===== src/rtl/i2s_tx.sv =====
// I2S transmitter: 24-bit stereo samples in 32-bit slots, one-bit I2S delay,
// with a holding buffer in front of the frame registers.
module i2s_tx #(
  parameter int unsigned SCLK_DIV = 32
) (
  input  logic        clk,
  input  logic        rst_n,
  input  logic [23:0] lft_smpl,
  input  logic [23:0] rght_smpl,
  input  logic        smpl_vld,
  output logic        smpl_rdy,
  output logic        I2S_sclk,
  output logic        I2S_ws,
  output logic        I2S_data,
  output logic        underrun
);

  localparam int unsigned CNT_W    = $clog2(SCLK_DIV);
  localparam int unsigned SLOT_W   = 6;
  localparam int unsigned SMPL_W   = 24;
  localparam int unsigned HALF_DIV = SCLK_DIV / 2;

  typedef struct packed {
    logic [SMPL_W-1:0] lft;
    logic [SMPL_W-1:0] rght;
  } pair_t;

  logic [CNT_W-1:0]  cnt_q,  cnt_d;
  logic [SLOT_W-1:0] slot_q, slot_d;
  logic              sclk_q, sclk_d;
  logic              ws_q,   ws_d;
  logic              data_q, data_d;
  logic              underrun_q, underrun_d;
  logic              full_q, full_d;
  pair_t             hold_q, hold_d;
  pair_t             frame_q, frame_d;

  logic              fall;
  logic              boundary;
  logic              accept;
  logic [4:0]        k;
  logic [4:0]        bit_idx;
  logic [SMPL_W-1:0] word;

  // Divider, slot sequencing, serializer and two-stage buffering
  always_comb begin
    cnt_d      = cnt_q;
    slot_d     = slot_q;
    sclk_d     = sclk_q;
    ws_d       = ws_q;
    data_d     = data_q;
    underrun_d = 1'b0;
    full_d     = full_q;
    hold_d     = hold_q;
    frame_d    = frame_q;

    fall     = (cnt_q == CNT_W'(SCLK_DIV - 1));
    boundary = fall && (slot_q == SLOT_W'(63));
    accept   = smpl_vld && !full_q;

    cnt_d  = fall ? '0 : cnt_q + CNT_W'(1);
    sclk_d = (cnt_d >= CNT_W'(HALF_DIV));
    slot_d = fall ? slot_q + SLOT_W'(1) : slot_q;

    // Serial outputs follow the slot being entered; frame_q is stable here
    // because slot 0 (the only slot coinciding with a frame load) sends 0.
    k       = slot_d[4:0];
    bit_idx = 5'(5'd24 - k);
    word    = slot_d[5] ? frame_q.rght : frame_q.lft;
    if (fall) begin
      ws_d = slot_d[5];
      if ((k >= 5'd1) && (k <= 5'd24)) begin
        data_d = word[bit_idx];
      end else begin
        data_d = 1'b0;
      end
    end

    if (accept) begin
      hold_d.lft  = lft_smpl;
      hold_d.rght = rght_smpl;
      full_d      = 1'b1;
    end

    // An accept in the boundary cycle lands in the buffer for the next frame
    if (boundary) begin
      underrun_d = !full_q;
      if (full_q) begin
        frame_d = hold_q;
        full_d  = 1'b0;
      end
    end
  end

  // State registers; ws resets high so the first fall event starts a frame
  always_ff @(posedge clk or negedge rst_n) begin
    if (!rst_n) begin
      cnt_q      <= '0;
      slot_q     <= SLOT_W'(63);
      sclk_q     <= 1'b0;
      ws_q       <= 1'b1;
      data_q     <= 1'b0;
      underrun_q <= 1'b0;
      full_q     <= 1'b0;
      hold_q     <= '0;
      frame_q    <= '0;
    end else begin
      cnt_q      <= cnt_d;
      slot_q     <= slot_d;
      sclk_q     <= sclk_d;
      ws_q       <= ws_d;
      data_q     <= data_d;
      underrun_q <= underrun_d;
      full_q     <= full_d;
      hold_q     <= hold_d;
      frame_q    <= frame_d;
    end
  end

  assign smpl_rdy = !full_q;
  assign I2S_sclk = sclk_q;
  assign I2S_ws   = ws_q;
  assign I2S_data = data_q;
  assign underrun = underrun_q;

endmodule


===== config.mk =====
export PLATFORM = sky130hd
export DESIGN_NAME = i2s_tx
export DESIGN_NICKNAME = d
export VERILOG_FILES = /design/src/rtl/i2s_tx.sv
export SDC_FILE = /design/constraint.sdc
export NUM_CORES = 1
export LEC_CHECK = 0
export CORE_ASPECT_RATIO = 1.2
export CORE_UTILIZATION = 50
export CTS_CLUSTER_DIAMETER = 120
export CTS_CLUSTER_SIZE = 25
export DETAILED_ROUTE_END_ITERATION = 8
export PLACE_DENSITY = 0.75
export SKIP_LAST_GASP = 1
export SYNTH_ARGS = -nofsm -noshare
export SYNTH_HDL_FRONTEND = slang
export SYNTH_SLANG_ARGS = --single-unit

===== constraint.sdc =====
create_clock -name clk -period 3.29 [get_ports clk]
set_input_delay 0.4935 -clock clk [delete_from_list [all_inputs] [get_ports clk]]
set_output_delay 0.4935 -clock clk [all_outputs]
set_load 0.005 [all_outputs]

==> metrics.cfg, run 1 <==
[sta]
hold-worst-slack_ps = 108
hold_viol = 0
fin_crit_ps = 3090
max_freq_mhz = 323
fin_skew_ps = 11.2
finalMaxSlewViolations = 0
setup_tns_ps = 0
finalSetupViolations = 0
post-route-period-util = 0.940
grt_setup_unrepaired = false
tightest_slew_ps = 598
relSlewSlack = 0.601

[setup_path]
crit_buf_inv = 2
r2r_cells = 13
cp_max_fo = 11
cpPeakStageDelay_ps = 410
rr_endpoint = I2S_data
crit_family = simple AND/OR/NAND/NOR gates
crit_chain = ha_1 > and3_1 > ha_4 > xor2_2 > inv_2 > ha_1 > inv_1 > xnor3_1 > and2_1 > and3_1 > nor4_1 > o21ai_1 > a31o_1
cp-start-kind = flop
endpoint_kind = flop
crit_arrival_ps = 3350
crit_path_top_delay_cell = dfrtp_1
r2r_start = cnt_q[0]
rrSetupSlack_ps = 200
worstSetupPathType = flop to flop
crit_required_ps = 3550

[route]
wl_per_cell_um = 16.5
remaining_drc_errors = 0
ant_nets = 0
via_count = 2720
routed.top_layer = met4
first_pass_iters = 4
routed_wl_mm = 8.33
drt_iter0_drc = 119
wl_met3_um = 244
met1Wirelength_mm = 3.65
met2_wirelength_mm = 4.27
avgViaCountPerCell = 5.38

[pwr]
p_leak_nw = 2.65
ir_drop_v = 0.000203
powerDensity_mw_per_mm2 = 428

[synth]
synth_top_area_frac = 0.549
synth_cell_type_count = 38
synthTopCellsByArea = dfrtp_1 55%, mux2_2 23%, dfstp_2 3.9%
avgSynthCellArea_um2 = 14.8
synth_seq_cells = 111
yosysSeqAreaShare = 0.588
yosysMostFrequentCell = dfrtp_1
syn_nets = 376
synth_ff_type = dfrtp_1
synth-edff-count = 0
syn_area_mm2 = 0.00474
synth_commonest_cells = 104 x dfrtp_1, 96 x mux2_2, 9 x nor2_1
ys_warn_count = 0
yosysTopAreaCell = dfrtp_1
async_reset_ff_frac = 1.00
syn_inst = 320

[placement]
io_buffers = 55
hpwl_mm = 5.97
routabilityCongestion = 0.892

[run]
cap_violations = 0

[clock_network]
clockBufferDepth = 2
h-tree-depth = 3
post_cts_buffers = 0
insertion_delay_ps = 370
cts_buffers = 9
clk_pin_slew_ps = 100
cts_hold_buf = 0
cts_tree = done
root_buffer = clkbuf_8
cts.sinks = 111

[floorplan]
rows = 38
start_util = 0.519
placeableCoreArea_mm2 = 0.00913
die_h_um = 109
fp.dieArea_mm2 = 0.00988
ios = 56
die_w_um = 90.9

[finish]
finalNetCount = 437
diodes = 0
drive_gt1_frac = 0.373
syn_to_final_growth_pct = 20.3

[global_routing]
grt_max_degree = 70
grt_pass1_wl_mm = 14.1
grt_use_total = 0.188
antenna_found_initial = 0
grt_pass1_vias = 2880
grt_overflow = 0

[worst_hold_path]
hold_class = input pin to asynchronous set/reset pin

[run_status]
status = finished, final reports clean

## cell usage in the layout, fill, tap and decap left out, drive strengths merged, types with 3 or more instances in the layout
| cell type | n |
|---|---|
| dfrtp | 104 |
| mux2 | 96 |
| clkdlybuf4s50 | 54 |
| clkbuf | 11 |
| nor2 | 10 |
| buf | 9 |
| inv | 9 |
| mux4 | 8 |
| dfstp | 7 |
| xnor2 | 7 |
| nand3 | 7 |
| mux2i | 7 |
| o21ai | 5 |
| ha | 5 |
| nand2 | 4 |
| and2 | 4 |
| a22oi | 4 |
| and3 | 3 |
| a21oi | 3 |
| clkinv | 3 |
| nor3 | 3 |
| nand4 | 3 |
| xor2 | 3 |
| nor2b | 3 |
## flip-flops by register name (all words and copies together), names as in the netlist
| name | flops |
|---|---|
| I2S_data | 1 |
| I2S_ws | 1 |
| cnt_q | 5 |
| frame_q | 48 |
| full_q | 1 |
| hold_q | 48 |
| slot_q | 6 |
| underrun | 1 |
## what timing repair did
item                                    CTS  global route
pin swaps                                 0             0
endpoints found under the setup margin    1             1
hold endpoints to repair                  0             0
resized for setup                         1             3
## layout make-up
class / instances / area [um2]
Clock inverter: 5 / 65.1
Inverter: 8 / 30.0
Clock buffer: 11 / 141
Sequential cell: 111 / 2790
Tap cell: 120 / 150
Timing Repair Buffer: 63 / 621
Multi-Input combinational cell: 188 / 1910
Fill cell: 747 / 3420
## layer usage
| layer | vias to the layer above | GRT usage |
|---|---|---|
| met5 | - | 0 |
| met4 | 0 | 0.0635 |
| met3 | 13 | 0.0460 |
| met2 | 58 | 0.328 |
| met1 | 1363 | 0.230 |
| li1 | 1286 | - |
## power breakdown
part	switching (mW)	total, mW	internal (mW)
registers	0.0356	1.47	1.43
clock network	0.445	0.825	0.380
logic	0.0482	0.151	0.103
total	0.529	2.44	1.92
## how the worst max path moves through the flow
stage	start	endpoint	cells after the start
finish	cnt_q[0]	I2S_data	13
CTS	cnt_q[0]	I2S_data	12
floorplan	cnt_q[0]	I2S_data	13
detailed placement	cnt_q[0]	I2S_data	12
global placement	cnt_q[0]	I2S_data	12
global route	cnt_q[0]	I2S_data	13
## stage by stage
stage	instance area [um2]	power, mW	utilization	cells	setup WS, ps
4_1_cts	5680	2.48	0.622	506	88.4
3_3_place_gp	5470	1.64	0.600	490	115
6_report	5700	2.44	0.625	506	198
2_1_floorplan	4740	1.54	-	320	128
5_1_grt	5700	2.55	0.625	506	12.1
3_5_place_dp	5470	1.65	0.600	490	-38.2
## logic make-up after synthesis
| family | share of synthesized area |
|---|---|
| muxes | 0.281 |
| AOI/OAI and AO/OA | 0.0306 |
| xor gates and xnor gates | 0.0248 |
| DFF | 0.588 |
| buffers and inverters | 0.0174 |
| adders and majority gates | 0.0132 |
| and+or+nand+nor | 0.0456 |
No activity file was read; power rests on OpenSTA's default activity.
==> run 2: changes to the inputs <==
--- a/config.mk
+++ b/config.mk
@@ -11,6 +11,7 @@
 export CTS_CLUSTER_SIZE = 25
 export DETAILED_ROUTE_END_ITERATION = 8
 export PLACE_DENSITY = 0.75
+export RECOVER_POWER = 50
 export SKIP_LAST_GASP = 1
 export SYNTH_ARGS = -nofsm -noshare
 export SYNTH_HDL_FRONTEND = slang
==> metrics.cfg, run 2 (synthesis results as in run 1) <==
[run_status]
status = finished with violations
violations = max-capacitance violations, max-slew violations

[pwr]
switchingPower_mw = 0.529  ; about the same
p_comb_frac = 0.062  ; about the same
internal_power_mw = 1.91  ; about the same
p_clk_frac = 0.338  ; about the same
seqPwrFrac = 0.601  ; about the same
switching_share = 0.216  ; about the same
powerDensity_mw_per_mm2 = 429  ; about the same
ir_drop_v = 0.000203  ; about the same
p_leak_nw = 2.64  ; -0.14%
power.total_mw = 2.44  ; about the same

[worst_hold_path]
worstHoldPathCells = 1
hold_class = flop to flop
min_to = cnt_q[0]
hold_path.startpoint = cnt_q[0]

[setup_path]
crit_arrival_ps = 3350  ; about the same
r2r_start = cnt_q[0]
r2r_cells = 13  ; unchanged
worstSetupPathType = flop to flop
cp-start-kind = flop
rr_endpoint = I2S_data
endpoint_kind = flop
cp_max_fo = 11  ; unchanged
crit_required_ps = 3550  ; about the same
rrSetupSlack_ps = 200  ; about the same
startpoint = cnt_q[0]

[route]
avgViaCountPerCell = 5.38  ; unchanged
drt_iter0_drc = 119  ; unchanged
routed_wl_mm = 8.33  ; about the same
wl_per_cell_um = 16.5  ; about the same
via_count = 2720  ; unchanged
ant_nets = 0  ; unchanged
first_pass_iters = 4  ; unchanged
remaining_drc_errors = 0  ; unchanged

[global_routing]
grt_overflow = 0  ; unchanged
grt_pass1_wl_mm = 14.1  ; unchanged
antenna_found_initial = 0  ; unchanged
grt_use_total = 0.188  ; unchanged
grt_max_degree = 70  ; unchanged
grt_pass1_vias = 2880  ; unchanged

[finish]
syn_to_final_growth_pct = 20.2  ; about the same
drive_gt1_frac = 0.370  ; -0.00259
final_common_cell = dfrtp_1
finalNetCount = 437  ; unchanged
multi_input_area_mm2 = 0.00191  ; unchanged
diodes = 0  ; unchanged
instances_no_fill = 506  ; unchanged
most-common-layout-cells = 104 x dfrtp_1, 96 x mux2_2, 54 x clkdlybuf4s50_1
reg.largest.list = frame_q x48, hold_q x48, slot_q x6
fillCellCount = 747  ; unchanged
ff_latch_area_mm2 = 0.00279  ; unchanged

[floorplan]
placeableCoreArea_mm2 = 0.00913  ; unchanged
die_h_um = 109  ; unchanged
fp.dieArea_mm2 = 0.00988  ; unchanged
die_w_um = 90.9  ; unchanged
start_util = 0.519  ; unchanged
rows = 38  ; unchanged
ios = 56  ; unchanged

[sta]
tightest_slew_ps = 2380  ; +1780 ps
fin_skew_ps = 11.2  ; unchanged
finalSetupViolations = 0  ; unchanged
fin_crit_ps = 3090  ; unchanged
post-route-period-util = 0.940  ; unchanged
fin_ws_ps = 198  ; unchanged
max_freq_mhz = 323  ; unchanged
relSlewSlack = -0.586  ; -1.19
hold_viol = 0  ; unchanged
finalMaxSlewViolations = 43  ; +43
grt_setup_unrepaired = false

[clock_network]
cts_tree = done
h-tree-depth = 3  ; unchanged
cts_buffers = 9  ; unchanged
insertion_delay_ps = 370  ; about the same
clk_pin_slew_ps = 90  ; about the same
cts.sinks = 111  ; unchanged
root_buffer = clkbuf_8
clockBufferDepth = 2  ; unchanged

[placement]
routabilityCongestion = 0.892  ; unchanged
place_inst = 490  ; unchanged
hpwl_mm = 5.97  ; unchanged
place_ws_ps = -38.2  ; unchanged
io_buffers = 55  ; unchanged

[run]
cap_violations = 1  ; +1

-- run 2: how the worst max path moves through the flow --
stage,endpoint,slack (ps),cells after the start
5_1_grt,I2S_data,10,13
3_5_place_dp,I2S_data,-40,12
2_1_floorplan,I2S_data,130,13
3_3_place_gp,I2S_data,110,12
4_1_cts,I2S_data,90,12
6_report,I2S_data,200,13
-- run 2: what timing repair did --
item / 4_1_cts / 5_1_grt
endpoints found under the setup margin: 1 / 1
buffers inserted: 0 / 0
gates resized for setup: 1 / 3
hold endpoints to repair: 0 / 0
hold buffers: 0 / 0
-- run 2: worst max-delay path: stages (launching register included) --
cell and delay (ps):
dfrtp_1 410, ha_1 230, and3_1 210, ha_4 230, xor2_2 200, inv_2 70, ha_1 220, inv_1 110
xnor3_1 360, and2_1 220, and3_1 150, nor4_1 260, o21ai_1 90, a31o_1 220
-- run 2: final cells by class --
class	instances	area share
Tap cell	120	0.0263
Sequential cell	111	0.489
Clock inverter	5	0.0114
Clock buffer	11	0.0248
Inverter	8	0.00527
Timing Repair Buffer	63	0.108
Multi-Input combinational cell	188	0.335
-- run 2: routing by layer --
layer  track usage  share of wire  vias up
met5             0              0        -
met4        0.0635          0.020        0
met3        0.0460          0.029       13
met2         0.328           0.51       58
met1         0.230           0.44     1363
li1              -              -     1286
-- run 2: power groups by stage --
stage | logic [mW] | clock network, mW | registers, mW
final | 0.151 | 0.825 | 1.47
after global routing | 0.168 | 0.901 | 1.48
after CTS | 0.155 | 0.853 | 1.47
after detailed placement | 0.155 | 0 | 1.50
after global placement | 0.149 | 0 | 1.49
after floorplan | 0.0600 | 0 | 1.48
-- run 2: metrics by stage --
step                instance area (um2)   util  hold WS (ps)  TNS [ps]
floorplan                          4740      -           198         0
global placement                   5470  0.600           434         0
detailed placement                 5470  0.600           453     -38.2
CTS                                5680  0.622           118         0
global route                       5700  0.624           472         0
finish                             5700  0.624           460         0
